==> src/rtl/multi_cycle_core.sv <==
// Multi-cycle RV32I-subset core: one shared ALU and one unified memory port are
// sequenced by a control FSM; an unknown opcode parks the core in HALT until rst.
module multi_cycle_core #(
  parameter int ADDR_W   = 16,
  parameter int RESET_PC = 0,
  parameter int NREGS    = 32
) (
  input  logic              clk,
  input  logic              rst,
  output logic              mem_req,
  output logic              mem_we,
  output logic [ADDR_W-1:0] mem_addr,
  output logic [31:0]       mem_wdata,
  input  logic [31:0]       mem_rdata,
  input  logic              mem_ready,
  output logic              retire,
  output logic              halted,
  output logic [ADDR_W-1:0] pc_dbg
);
  localparam int RW = $clog2(NREGS);
  localparam logic [6:0] OP_LW  = 7'b0000011;
  localparam logic [6:0] OP_SW  = 7'b0100011;
  localparam logic [6:0] OP_IMM = 7'b0010011;
  localparam logic [6:0] OP_REG = 7'b0110011;
  localparam logic [6:0] OP_BEQ = 7'b1100011;

  typedef enum logic [3:0] {
    FETCH, DECODE, MEMADR, MEMRD, MEMWR, EXECR, EXECI, WBALU, WBMEM, BRANCH, HALT
  } state_t;

  state_t state, state_next;

  logic [ADDR_W-1:0] pc, old_pc;
  logic [31:0]       ir, a_reg, b_reg, imm, alu_out, mdr;
  logic [31:0]       imm_dec, alu_b, alu_y;
  logic [31:0]       rf [NREGS];
  logic [6:0]        opcode;
  logic [2:0]        funct3;
  logic [RW-1:0]     rd, rs1, rs2;

  assign opcode    = ir[6:0];
  assign funct3    = ir[14:12];
  assign rd        = ir[7 +: RW];
  assign rs1       = ir[15 +: RW];
  assign rs2       = ir[20 +: RW];
  assign mem_wdata = b_reg;
  assign halted    = (state == HALT);
  assign pc_dbg    = pc;

  always_comb begin
    case (opcode)
      OP_SW:   imm_dec = {{20{ir[31]}}, ir[31:25], ir[11:7]};
      OP_BEQ:  imm_dec = {{19{ir[31]}}, ir[31], ir[7], ir[30:25], ir[11:8], 1'b0};
      default: imm_dec = {{20{ir[31]}}, ir[31:20]};
    endcase
  end

  // Shared ALU; MEMADR always adds because lw/sw funct3 would otherwise decode as slt.
  always_comb begin
    alu_b = (state == EXECR) ? b_reg : imm;
    alu_y = a_reg + alu_b;
    if (state != MEMADR) begin
      case (funct3)
        3'b000:  alu_y = (state == EXECR && ir[30]) ? a_reg - alu_b : a_reg + alu_b;
        3'b010:  alu_y = {31'd0, $signed(a_reg) < $signed(alu_b)};
        3'b110:  alu_y = a_reg | alu_b;
        3'b111:  alu_y = a_reg & alu_b;
        default: alu_y = a_reg + alu_b;
      endcase
    end
  end

  always_comb begin
    state_next = state;
    mem_req    = 1'b0;
    mem_we     = 1'b0;
    retire     = 1'b0;
    mem_addr   = {pc[ADDR_W-1:2], 2'b00};
    case (state)
      FETCH: begin
        mem_req = 1'b1;
        if (mem_ready) state_next = DECODE;
      end
      DECODE: begin
        case (opcode)
          OP_LW, OP_SW: state_next = MEMADR;
          OP_IMM:       state_next = EXECI;
          OP_REG:       state_next = EXECR;
          OP_BEQ:       state_next = BRANCH;
          default:      state_next = HALT;
        endcase
      end
      MEMADR: state_next = (opcode == OP_SW) ? MEMWR : MEMRD;
      MEMRD: begin
        mem_req  = 1'b1;
        mem_addr = {alu_out[ADDR_W-1:2], 2'b00};
        if (mem_ready) state_next = WBMEM;
      end
      MEMWR: begin
        mem_req  = 1'b1;
        mem_we   = 1'b1;
        mem_addr = {alu_out[ADDR_W-1:2], 2'b00};
        if (mem_ready) begin
          retire     = 1'b1;
          state_next = FETCH;
        end
      end
      EXECR, EXECI: state_next = WBALU;
      WBALU, WBMEM, BRANCH: begin
        retire     = 1'b1;
        state_next = FETCH;
      end
      HALT:    state_next = HALT;
      default: state_next = FETCH;
    endcase
    // A request still showing while rst is high would be abandoned anyway.
    if (rst) begin
      mem_req = 1'b0;
      mem_we  = 1'b0;
      retire  = 1'b0;
    end
  end

  always_ff @(posedge clk) begin
    if (rst) begin
      state   <= FETCH;
      pc      <= ADDR_W'(RESET_PC);
      old_pc  <= '0;
      ir      <= '0;
      a_reg   <= '0;
      b_reg   <= '0;
      imm     <= '0;
      alu_out <= '0;
      mdr     <= '0;
      for (int i = 0; i < NREGS; i++) rf[i] <= '0;
    end else begin
      state <= state_next;
      case (state)
        FETCH: if (mem_ready) begin
          ir     <= mem_rdata;
          old_pc <= pc;
          pc     <= pc + ADDR_W'(4);
        end
        DECODE: begin
          a_reg <= rf[rs1];
          b_reg <= rf[rs2];
          imm   <= imm_dec;
        end
        MEMADR, EXECR, EXECI: alu_out <= alu_y;
        MEMRD:  if (mem_ready) mdr <= mem_rdata;
        WBALU:  if (rd != '0) rf[rd] <= alu_out;
        WBMEM:  if (rd != '0) rf[rd] <= mdr;
        BRANCH: if (a_reg == b_reg) pc <= old_pc + imm[ADDR_W-1:0];
        default: ;
      endcase
    end
  end
endmodule

==> config.mk <==
export PLATFORM = sky130hd
export DESIGN_NAME = multi_cycle_core
export DESIGN_NICKNAME = d
export VERILOG_FILES = /design/src/rtl/multi_cycle_core.sv
export SDC_FILE = /design/constraint.sdc
export NUM_CORES = 2
export LEC_CHECK = 0
export CAP_MARGIN = 30
export CORE_ASPECT_RATIO = 2
export CORE_UTILIZATION = 60
export CTS_BUF_LIST = sky130_fd_sc_hd__clkbuf_16
export DETAILED_ROUTE_END_ITERATION = 7
export PLACE_DENSITY_LB_ADDON = 0.15
export SLEW_MARGIN = 20
export SYNTH_ARGS = -nofsm -noshare
export SYNTH_HDL_FRONTEND = slang
export SYNTH_SLANG_ARGS = --single-unit
==> constraint.sdc <==
create_clock -name clk -period 8.7 [get_ports clk]
set_input_delay 0.87 -clock clk [delete_from_list [all_inputs] [get_ports clk]]
set_output_delay 0.87 -clock clk [all_outputs]
set_load 0.02 [all_outputs]
Word-level counts from Yosys, hierarchy flattened:

Memory sizes are Yosys's and may differ from the RTL's. A register that Yosys moved wholly into a read port is not among the register bits.
Cells that the tools add are included.

* muxes and demuxes: 35
* eq/ne operators: 24
* bitwise logic cells: 3
* magnitude comparators: 1
* add/sub/neg operators: 4
* reductions and logical operators: 16

Operators with widths (count)
* two-way mux 32 bit: 5
* case mux 32 bit (4 select lines): 1
* two-way mux 16 bit: 3
* adder 32 bit: 1
* AND 32 bit: 1
* equality test 32 bit: 1
* < comparator 32 bit: 1
* bitwise OR 32 bit: 1
* case mux 16 bit (2 select lines): 1
* OR reduction 32 bit: 1
* subtractor 32 bit: 1
* case mux 4 bit (7 select lines): 1
* case mux 12 bit (2 select lines): 1
* adder 16 bit: 1
* adder 16 x 3 -> 16 bit, second input constant: 1
* equality test 4 x 3 -> 1 bit, second input constant: 4
* two-way mux 1 bit: 16
* case mux 4 bit (4 select lines): 1
* equality test 7 x 6 -> 1 bit, second input constant: 2
* equality test 4 bit, second input constant: 3
* two-way mux 4 bit: 3
* OR reduction 3 bit: 3
* equality test 4 x 2 -> 1 bit, second input constant: 2
* != test 2 bit, second input constant: 4
* other kinds (19): 24

* register bits after elaboration: 145
* memories: 1
* memory bits (writable): 1024

Memory list
* rf: words 32, bits a word 32, rd ports 2, clocked after memory_dff 2, wr ports 32, RTL line 36 `logic [31:0] rf [NREGS];`

Logic depth before layout (Yosys ltp):

* word-level depth: 8
* mapped depth: 20

Least setup slack after synthesis:

Ideal clock, no wire load.

* path type: register to register
* start point: register state[3]
* end point: register alu_out[24]
* cell stages (with the launch flop): 19
* setup time: 0.079 ns
* slack: 4.357 ns
* data arrival time: 4.263 ns
* path through: dfxtp_1 clkbuf_1 nand2b_1 nor2_1 clkbuf_1 mux2_2 ha_1 inv_1 fa_1 nor2b_1 o21ai_0 a21oi_1 or4b_4 and3b_4 o211a_1 or3_1 a21oi_1 o21ai_1 a211oi_2

* cells in the longest elaborated chain, start to end: 6
* elaborated cells between the ends (all ways): 14

Ends and longest elaborated chain
* start: declaration: RTL line 31 `state_t state, state_next;`
* start signal: assignment: RTL line 137 `state <= state_next;`
* equality test 4 x 3 -> 1 bit: RTL line 60, 64, 138
* two-way mux 32 bit: RTL line 60 `alu_b = (state == EXECR) ? b_reg : imm;`
* adder 32 bit or subtractor 32 bit (tied branches): RTL line 61, 64, 68
* two-way mux 32 bit: RTL line 64 `3'b000: alu_y = (state == EXECR && ir[30]) ? a_reg - alu_b : a_reg + alu_b;`
* case mux 32 bit (4 select lines): RTL line 63 `case (funct3)`
* two-way mux 32 bit: RTL line 62 `if (state != MEMADR) begin`
* end signal: assignment: RTL line 149 `MEMADR, EXECR, EXECI: alu_out <= alu_y;`
* end: declaration: RTL line 34 `logic [31:0] ir, a_reg, b_reg, imm, alu_out, mdr;`

Several ways; a longest one is shown, not always the timed one.
A chain may end at the register's enable or synchronous reset.

Final worst setup path:

* start point: register state[0]
* end point: register alu_out[24]

Same word-level chain as after synthesis.

==> impl_metrics.ini <==
[run_status]
status = completed

[clock_tree]
cts_buffers = 108
clock-sinks = 1233
h-tree-depth = 3
cts-hold-fix-buffers = 0
ctsRootBufferMaster = clkbuf_16
clkTransAtPathRegs_ns = 0.07
cts_buffer_depth = 3
clk_latency_ns = 0.74
post_cts.repair.setup_buffers = 0
cts_tree = built
cts_resized = 0

[global_routing]
grt.total_usage_pct = 40.9
grt_pass1_wl_um = 320000
grt_max_degree = 131
overflow = 0
antenna_found_initial = 9
grt_pass1_vias = 46800

[cells_and_area]
final_cells = 6496
largest_register_ffs = 1024
final_common_cell = nor2_1
nNetsFinal = 5172
fill_cells = 7822
fin_util_pct = 66.6
drive_above_1_share_pct = 21.7
stdcell_area_mm2 = 0.0723
largest-register = rf
final_cell_mix = 1,163 x nor2_1, 1,024 x edfxtp_1, 640 x mux4_2
area_growth_pct = 9.81

[power_and_ir_drop]
p_leak_nw = 23.6
power-per-cell-area_mw_per_mm2 = 236
peakVddDrop_mv = 0.168
p_total_mw = 17.0

[yosys]
synth-edff-count = 1024
syn-mean-instance-area_um2 = 12.9
synth_seq_cells = 1233
syn_area_mm2 = 0.0659
synthFlopType = edfxtp_1
yosysUniqueCellTypes = 88
ys_warn_count = 0
synth-seq-area-share_pct = 53.0
async_flop_share_pct = 0
syn_inst = 5099
synth_top_area_share_pct = 46.7
synth_area_leaders = edfxtp_1 47%, mux4_2 22%, nor2_1 6.6%
yosysTopAreaCell = edfxtp_1

[hold_path]
worstHoldStart = ir[0]
hold_path.class = reg -> reg

[floorplanning]
io_pins = 103
start_util_pct = 60.6
rows = 171
die_y_um = 471
fp.coreArea_mm2 = 0.109
die_area_mm2 = 0.111
fp.dieW_um = 236

[drt]
antenna_left = 0
wl_um = 225000
dr.pass1.iters = 8
avgViaCountPerCell = 7.13
vias = 46300
dr.first_iter.drc_count = 6082
routedWlPerCell_um = 34.6
drc = 0

[timing]
maxSlewHeadroom_pct = 28.5
finalHoldViolations = 0
worstMarginPinSlew_ns = 1.07
max_clock_freq_ghz = 0.181
holdWs_ns = 0.458
fin_ws_ns = 3.18
rsz0062_at_grt = no
setup_tns_ns = 0
fin_skew_ns = 0.0254
finalCritPeriodShare_pct = 63.5
setup_violations = 0
min_period_ns = 5.52
final_max_slew_viol_count = 0

[place]
dpl_cell_area_mm2 = 0.0688
dpl.hpwl_um = 143000
pre_cts_slack_ns = 3.31
placed_cells = 6289
gp_congestion = 0.981
io_buffers = 100

[worst_setup_path]
critical_path_required_ns = 9.37
startpoint = state[0]
path_class = reg -> reg
worst_ep_arrival_time_ns = 6.19
rr_startpoint = state[0]
reg2reg_slack_ns = 3.18
crit_fanout = 33
endpoint_kind = flop
start_kind = flop

[flow_run]
maxCapViolCount = 0
## kinds of logic (layout without fill, tap and decap cells)
family                     count (synthesis)  in the layout  share of synthesized area, %
and+or+nand+nor                         1740           1740                          10.7
DFF                                     1233           1233                          53.0
muxes                                    768            768                          23.9
buffers and inverters                    578            554                          3.52
AOI/OAI and AO/OA                        565            565                          5.39
adders and majority gates                116            116                          2.24
xor gates and xnor gates                  98             98                          1.30
other                                      1             38                       0.00569
## cell usage after synthesis, types with 13 or more instances
cell,instances
and3_1,16
a31oi_1,13
buf_1,43
ha_1,113
nand2_1,364
nor3_1,42
nor2_1,1165
a21oi_1,222
xor2_1,46
nand3_1,25
nor4_1,19
o21ai_1,14
mux4_2,640
xnor2_1,52
mux2_2,23
a211oi_1,87
o21ai_0,85
a21o_1,27
nor2b_1,14
edfxtp_1,1024
o221ai_1,13
a221oi_1,17
dfxtp_1,209
buf_2,30
mux2i_1,105
nand2b_1,44
clkbuf_1,385
inv_1,97
## path summary, 6_finish.rpt
path              cells past startpoint           to
hold reg to reg                       2        ir[0]
hold / removal                        2        ir[0]
setup reg to reg                     17  alu_out[24]
setup / recovery                     17  alu_out[24]
## per-layer routing
metal	routed length [um]	global-route usage, %
met5	42	0
met1	67600	44.1
met3	22200	8.38
met4	21400	33.3
met2	113000	69.3
## report_power, final
part / leakage [nW] / total (mW) / switching, mW / internal, mW
Sequential: 12.3 / 7.27 / 0.565 / 6.71
Combinational: 9.55 / 5.03 / 2.96 / 2.07
Clock: 1.74 / 4.74 / 2.25 / 2.48
Total: 23.6 / 17.0 / 5.77 / 11.3
## cell type report
class,instances,area [um2],area share [%]
Multi-Input combinational cell,3321,29300,40.4
Tap cell,1384,1730,2.39
Timing Repair Buffer,253,2620,3.62
Sequential cell,1233,35000,48.3
Clock buffer,114,2850,3.94
Inverter,104,390,0.540
Clock inverter,83,515,0.713
Antenna cell,4,10.0,0.0138
## critical path: stages, from the launching register on
cell      delay [ns]
dfxtp_1         0.70
nand2b_1        0.23
nor2_2          0.16
buf_4           0.45
mux2_2          0.31
ha_1            0.17
inv_1           0.06
fa_1            0.44
nor2b_1         0.17
o21ai_0         0.51
a21oi_1         0.30
or4b_4          0.63
and3b_4         0.23
o211a_1         0.25
or3_1           0.30
a21oi_1         0.17
o21ai_1         0.10
a211oi_2        0.19
Power figures use the tool's default switching activity.
